===== config.mk =====
export PLATFORM = sky130hd
export DESIGN_NAME = fa32_arbiter_flat
export DESIGN_NICKNAME = d
export VERILOG_FILES = /design/src/rtl/fa32_arbiter_if.sv /design/src/rtl/fa32_arbiter.sv /design/src/flat_wrapper.sv
export SDC_FILE = /design/constraint.sdc
export NUM_CORES = 1
export LEC_CHECK = 0
export CORE_MARGIN = 4
export CORE_UTILIZATION = 25
export CTS_CLUSTER_DIAMETER = 150
export DETAILED_ROUTE_END_ITERATION = 12
export GPL_TIMING_DRIVEN = 0
export SLEW_MARGIN = 20
export SYNTH_ARGS = -nofsm -noshare
export SYNTH_HDL_FRONTEND = slang
export SYNTH_SLANG_ARGS = --single-unit

===== constraint.sdc =====
create_clock -name clk -period 11.83 [get_ports clk]
set_clock_uncertainty 0.2 [all_clocks]
set_input_delay 2.9575 -clock clk [delete_from_list [all_inputs] [get_ports clk]]
set_output_delay 2.9575 -clock clk [all_outputs]
set_load 0.005 [all_outputs]

===== src/rtl/fa32_arbiter_if.sv =====
// fa32_arbiter_if: requester and response bundle for fa32_arbiter
interface fa32_arbiter_if #(
    parameter int NREQ = 4,
    parameter int IDW  = $clog2(NREQ)
);
    logic [NREQ-1:0]    req_valid;
    logic [NREQ-1:0]    req_ready;
    logic [32*NREQ-1:0] req_a;
    logic [32*NREQ-1:0] req_b;
    logic [NREQ-1:0]    req_cin;
    logic [NREQ-1:0]    req_lock;
    logic               rsp_valid;
    logic               rsp_ready;
    logic [31:0]        rsp_sum;
    logic               rsp_cout;
    logic [IDW-1:0]     rsp_id;

    modport master (
        output req_valid, req_a, req_b, req_cin, req_lock, rsp_ready,
        input  req_ready, rsp_valid, rsp_sum, rsp_cout, rsp_id
    );

    modport slave (
        input  req_valid, req_a, req_b, req_cin, req_lock, rsp_ready,
        output req_ready, rsp_valid, rsp_sum, rsp_cout, rsp_id
    );
endinterface


===== src/rtl/fa32_arbiter.sv =====
// fa32_arbiter: round-robin sharing of one 32-bit adder; define FA32_ARB_LOCK_EN for locked multi-word carry chaining
module fa32_arbiter #(
    parameter int NREQ = 4,
    parameter int IDW  = $clog2(NREQ)
) (
    input logic           clk,
    input logic           rst,
    fa32_arbiter_if.slave bus
);
`ifdef FA32_ARB_LOCK_EN
    typedef enum logic {ARB, LOCKED} state_t;
    state_t         state;
    logic           chain_c;
    logic [IDW-1:0] lock_id;
`else
    logic unused_lock;
    assign unused_lock = ^bus.req_lock;
`endif
    logic [IDW-1:0]  ptr;
    logic [IDW-1:0]  win;
    logic [IDW-1:0]  nxt;
    logic [IDW:0]    idx;
    logic            any;
    logic            out_free;
    logic            xfer;
    logic            cin;
    logic            cout;
    logic [31:0]     a;
    logic [31:0]     b;
    logic [31:0]     sum;
    logic [NREQ-1:0] ready;
    logic            valid_r;
    logic [31:0]     sum_r;
    logic            cout_r;
    logic [IDW-1:0]  id_r;

    // Winner: first valid requester at or after ptr, or the lock owner while locked
    always_comb begin
        win = ptr;
        any = 1'b0;
        idx = '0;
        for (int k = NREQ - 1; k >= 0; k--) begin
            idx = {1'b0, ptr} + (IDW + 1)'(k);
            if (idx >= (IDW + 1)'(NREQ))
                idx = idx - (IDW + 1)'(NREQ);
            if (bus.req_valid[idx[IDW-1:0]]) begin
                win = idx[IDW-1:0];
                any = 1'b1;
            end
        end
`ifdef FA32_ARB_LOCK_EN
        if (state == LOCKED) begin
            win = lock_id;
            any = bus.req_valid[lock_id];
        end
`endif
    end

    assign out_free = !valid_r || bus.rsp_ready;
    assign ready    = (out_free && any && !rst) ? NREQ'(1) << win : '0;
    assign xfer     = |ready;
    assign nxt      = (win == IDW'(NREQ - 1)) ? '0 : win + 1'b1;
    assign a        = bus.req_a[{win, 5'd0} +: 32];
    assign b        = bus.req_b[{win, 5'd0} +: 32];
`ifdef FA32_ARB_LOCK_EN
    assign cin      = (state == LOCKED) ? chain_c : bus.req_cin[win];
`else
    assign cin      = bus.req_cin[win];
`endif
    assign {cout, sum} = {1'b0, a} + {1'b0, b} + 33'(cin);

    // Result register, round-robin pointer and lock state advance on each transfer
    always_ff @(posedge clk) begin
        if (rst) begin
            valid_r <= 1'b0;
            sum_r   <= '0;
            cout_r  <= 1'b0;
            id_r    <= '0;
            ptr     <= '0;
`ifdef FA32_ARB_LOCK_EN
            state   <= ARB;
            chain_c <= 1'b0;
            lock_id <= '0;
`endif
        end else if (xfer) begin
            valid_r <= 1'b1;
            sum_r   <= sum;
            cout_r  <= cout;
            id_r    <= win;
            ptr     <= nxt;
`ifdef FA32_ARB_LOCK_EN
            chain_c <= cout;
            lock_id <= win;
            state   <= bus.req_lock[win] ? LOCKED : ARB;
`endif
        end else if (bus.rsp_ready) begin
            valid_r <= 1'b0;
        end
    end

    assign bus.req_ready = ready;
    assign bus.rsp_valid = valid_r;
    assign bus.rsp_sum   = sum_r;
    assign bus.rsp_cout  = cout_r;
    assign bus.rsp_id    = id_r;
endmodule


===== src/flat_wrapper.sv =====
// flat-port wrapper written by rule: the top's interface ports become plain ports
module fa32_arbiter_flat 
#(
    parameter int NREQ = 4,
    parameter int IDW  = $clog2(NREQ)
)
  (clk, rst, bus_req_valid, bus_req_a, bus_req_b, bus_req_cin, bus_req_lock, bus_rsp_ready, bus_req_ready, bus_rsp_valid, bus_rsp_sum, bus_rsp_cout, bus_rsp_id);
  fa32_arbiter_if #(.NREQ(NREQ), .IDW(IDW)) bus_i ();
  input logic clk;
  input logic rst;
  input wire logic [$bits(bus_i.req_valid)-1:0] bus_req_valid;
  input wire logic [$bits(bus_i.req_a)-1:0] bus_req_a;
  input wire logic [$bits(bus_i.req_b)-1:0] bus_req_b;
  input wire logic [$bits(bus_i.req_cin)-1:0] bus_req_cin;
  input wire logic [$bits(bus_i.req_lock)-1:0] bus_req_lock;
  input wire logic [$bits(bus_i.rsp_ready)-1:0] bus_rsp_ready;
  output wire logic [$bits(bus_i.req_ready)-1:0] bus_req_ready;
  output wire logic [$bits(bus_i.rsp_valid)-1:0] bus_rsp_valid;
  output wire logic [$bits(bus_i.rsp_sum)-1:0] bus_rsp_sum;
  output wire logic [$bits(bus_i.rsp_cout)-1:0] bus_rsp_cout;
  output wire logic [$bits(bus_i.rsp_id)-1:0] bus_rsp_id;
  assign bus_i.req_valid = bus_req_valid;
  assign bus_i.req_a = bus_req_a;
  assign bus_i.req_b = bus_req_b;
  assign bus_i.req_cin = bus_req_cin;
  assign bus_i.req_lock = bus_req_lock;
  assign bus_i.rsp_ready = bus_rsp_ready;
  assign bus_req_ready = bus_i.req_ready;
  assign bus_rsp_valid = bus_i.rsp_valid;
  assign bus_rsp_sum = bus_i.rsp_sum;
  assign bus_rsp_cout = bus_i.rsp_cout;
  assign bus_rsp_id = bus_i.rsp_id;
  fa32_arbiter #(.NREQ(NREQ), .IDW(IDW)) u_core (.clk(clk), .rst(rst), .bus(bus_i));
endmodule

==> summary.md <==
| Metric | Value |
|---|---|
| Diode count | 0 |
| GRT overflow | 0 |
| Commonest non-fill, non-tap cell in the layout | clkdlybuf4s50_1 |
| DP HPWL | 17,600 um |
| Routed vias | 5,482 |
| Fmax | 110 MHz |
| Synth top area share | 30.1% |
| Kind of cell adding the most delay to the critical path | buffers and inverters |
| Worst setup path category | primary input to output pin |
| Post-route cell area | 8380 um2 |
| Num Clock Sinks | 38 |
| Most frequent cells in the layout | clkdlybuf4s50_1, mux4_2, nand2_1 |
| Unrepaired setup endpoints after global routing | no |
| Kind of start point of the critical path | primary input |
| WP buf/inv | 6 |
| DR DRC count | 0 |
| Run status | complete, no violations |
| Post-synth EDFFs | 0 |
| Ys Warns | 0 |
| CP Data Required Time | approximately 8.7 ns |
| Die width | 147 um |
| Post-CTS sizing | 0 |
| Initial antenna violation count | 0 |
| Seq cells post-synth | 38 |
| Core Region | 18,900 um2 |
| Row count | 50 |
| Maximum vdd drop | between 0.05 and 0.06 mV |
| Setup TNS | 0 ns |
| Syn-to-layout area delta | 72.4% |
| Fin cells | 1,093 |
| Wirelength, routed | 20,100 um |
| P_leak | 3.09 nW |
| Worst setup EP type | output pin |
| Vias/cell | 5.02 |
| Crit path time final | 9.07 ns |
| Critical Path AT | 5.92 ns |
| Dominant cell type by area after synthesis | mux4_2 |
| IO buf count | 306 |
| Synthesized instance count | 520 |
| Sequential element share of the synthesized area | 15.6% |
| CTS tree | done |
| Skew-Pair Late Insertion Delay | around 0.27 ns |
| Hold Slack | 0.246 ns |
| CP Cell Sequence | clkdlybuf4s50_1, inv_1, o22ai_1, a222oi_1, buf_2, buf_2, inv_1, ha_1, and2_1, clkdlybuf4s50_1 |
| Routed Antenna Nets | 0 |
| Pwr Density | 149 nW/um2 |
| Unique masters post-synth | 60 |
| Die H | 147 um |
| Synth top area cells | mux4_2, dfxtp_1, ha_1 |
| Syn Nets | 828 |
| CTS hold repair buffers | 0 |
| Max-slew violation count | 0 |
| Clock transition at path regs | ~0.05 ns |
| TritonCTS Buffers | 5 |
| Tcrit/Tclk final | approximately three quarters |
| First-pass GRT wire length | 30,600 um |
| Hold WC Path Type | flop to flop |
| CP max stage delay | 0.63 ns |
| Total Power | 0.00125 W |
| 1st-iter DRT viols | 254 |
| Filler cell count | 1,909 |
| Largest net degree at the start of global routing | 12 |
| First-pass DRT Iterations | 5 |
| Clock root buffer | clkbuf_16 |
| Share of post-route cells with drive strength above 1 | 11.3% |
| # H-tree levels | 2 |
| Setup Buffers After CTS | 0 |
| Vias in the first global route | between 5,000 and 6,000 |
| Worst-margin pin slew | 1.03 ns |
| CP max stage cell | a222oi_1 |
| GRT Total Usage | 17.5% |
| Max transition margin | 30.7% |
| Initial Util | 25.7% |
| Most used flip-flop cell after synthesis | dfxtp_1 |
| Placed insts | 1,086 |
| MaxCap Viol Count | 0 |
| Max clock buf depth | 2 |
| Die area | 21,700 um2 |
| Final setup viols | 0 |
| Io pins | 311 |
| Post-Syn Area | 4860 um2 |
| Final Hold Fails | 0 |
| Async SR Flop Fraction | 0% |
| Final net count | roughly 1,100 |
| Mean Syn Cell Area | ~9.4 um2 |
| Crit Path Max Fanout | 11 |
| GP Congestion | between 0.8 and 0.9 |
| Area of placed instances | about 8300 um2 |
| Mean routed wirelength per cell | 18.3 um |
## stage by stage
stage	utilization, %	setup WS [ns]
2_1_floorplan	-	4.38
5_1_grt	44.4	2.57
3_3_place_gp	43.7	2.73
3_5_place_dp	43.7	2.74
4_1_cts	44.4	2.73
6_report	44.4	2.76
## per-layer routing
layer	track usage [%]	share of wire, %	vias to the layer above
li1	-	-	2664
met1	21.9	42	2610
met2	31.5	50	198
met3	3.65	7.1	10
met4	3.12	0.92	0
met5	0	0	-
## where the power goes
group	switching (W)	internal, W
Combinational	0.000472	0.000461
Clock	0.0000487	0.0000771
Sequential	0.0000216	0.000170
## registers in the layout, indices dropped and copies added (netlist names)
| name | count |
|---|---|
| u_core.bus.rsp_id | 2 |
| u_core.bus.rsp_cout | 1 |
| u_core.bus.rsp_sum | 32 |
| u_core.bus.rsp_valid | 1 |
| u_core.ptr | 2 |
## area by class of cell
cell class                 count  area [um2]  share of cell area, %
buffer                        35         169                   2.01
clock buffer                   7         133                   1.58
inverter                      18        67.6                  0.806
multi-input combinational    429        3860                   46.1
sequential                    38         761                   9.07
tap                          260         325                   3.88
timing repair buffer         306        3060                   36.5
## Yosys cell counts (6+ instances only)
cell type   n
nand4_1     8
nor2b_1     8
nor3_1      9
xnor2_1    15
a21o_1     14
a21oi_1    49
ha_1       35
nand3_1    24
nor2_1     28
clkbuf_1   17
mux4_2     65
o21ai_0    25
dfxtp_1    38
nand2_1    56
inv_1      18
xor2_1      8
buf_2      12
a211oi_1    6
## path summary, 6_finish.rpt
path,from,end,slack (ns),cells after the start
max,bus_req_valid[0],bus_req_ready[0],2.76,10
min,u_core.bus.rsp_sum[9],u_core.bus.rsp_sum[9],0.25,2
max reg2reg,u_core.ptr[1],u_core.bus.rsp_sum[30],6.70,14
min reg2reg,u_core.bus.rsp_sum[9],u_core.bus.rsp_sum[9],0.25,2
## kinds of logic after synthesis
family                   after synthesis  synth area share (%)
XOR/XNOR                              23                  4.14
adder cells (fa/ha/maj)               37                  9.83
AO/OA/AOI/OAI                        151                  20.7
flip-flops                            38                  15.6
multiplexers                          67                  30.5
AND/OR/NAND/NOR                      151                  14.3
buffers and inverters                 53                  4.86
## worst register-to-register path: cells and delay by family (launching register included)
kind	cells	cell delay, ns
muxes	2	0.68
adders and majority gates	1	0.41
AOI/OAI and AO/OA	8	2.45
DFF	1	0.44
buffers and inverters	3	0.83
(Power assumes the default switching activity.)
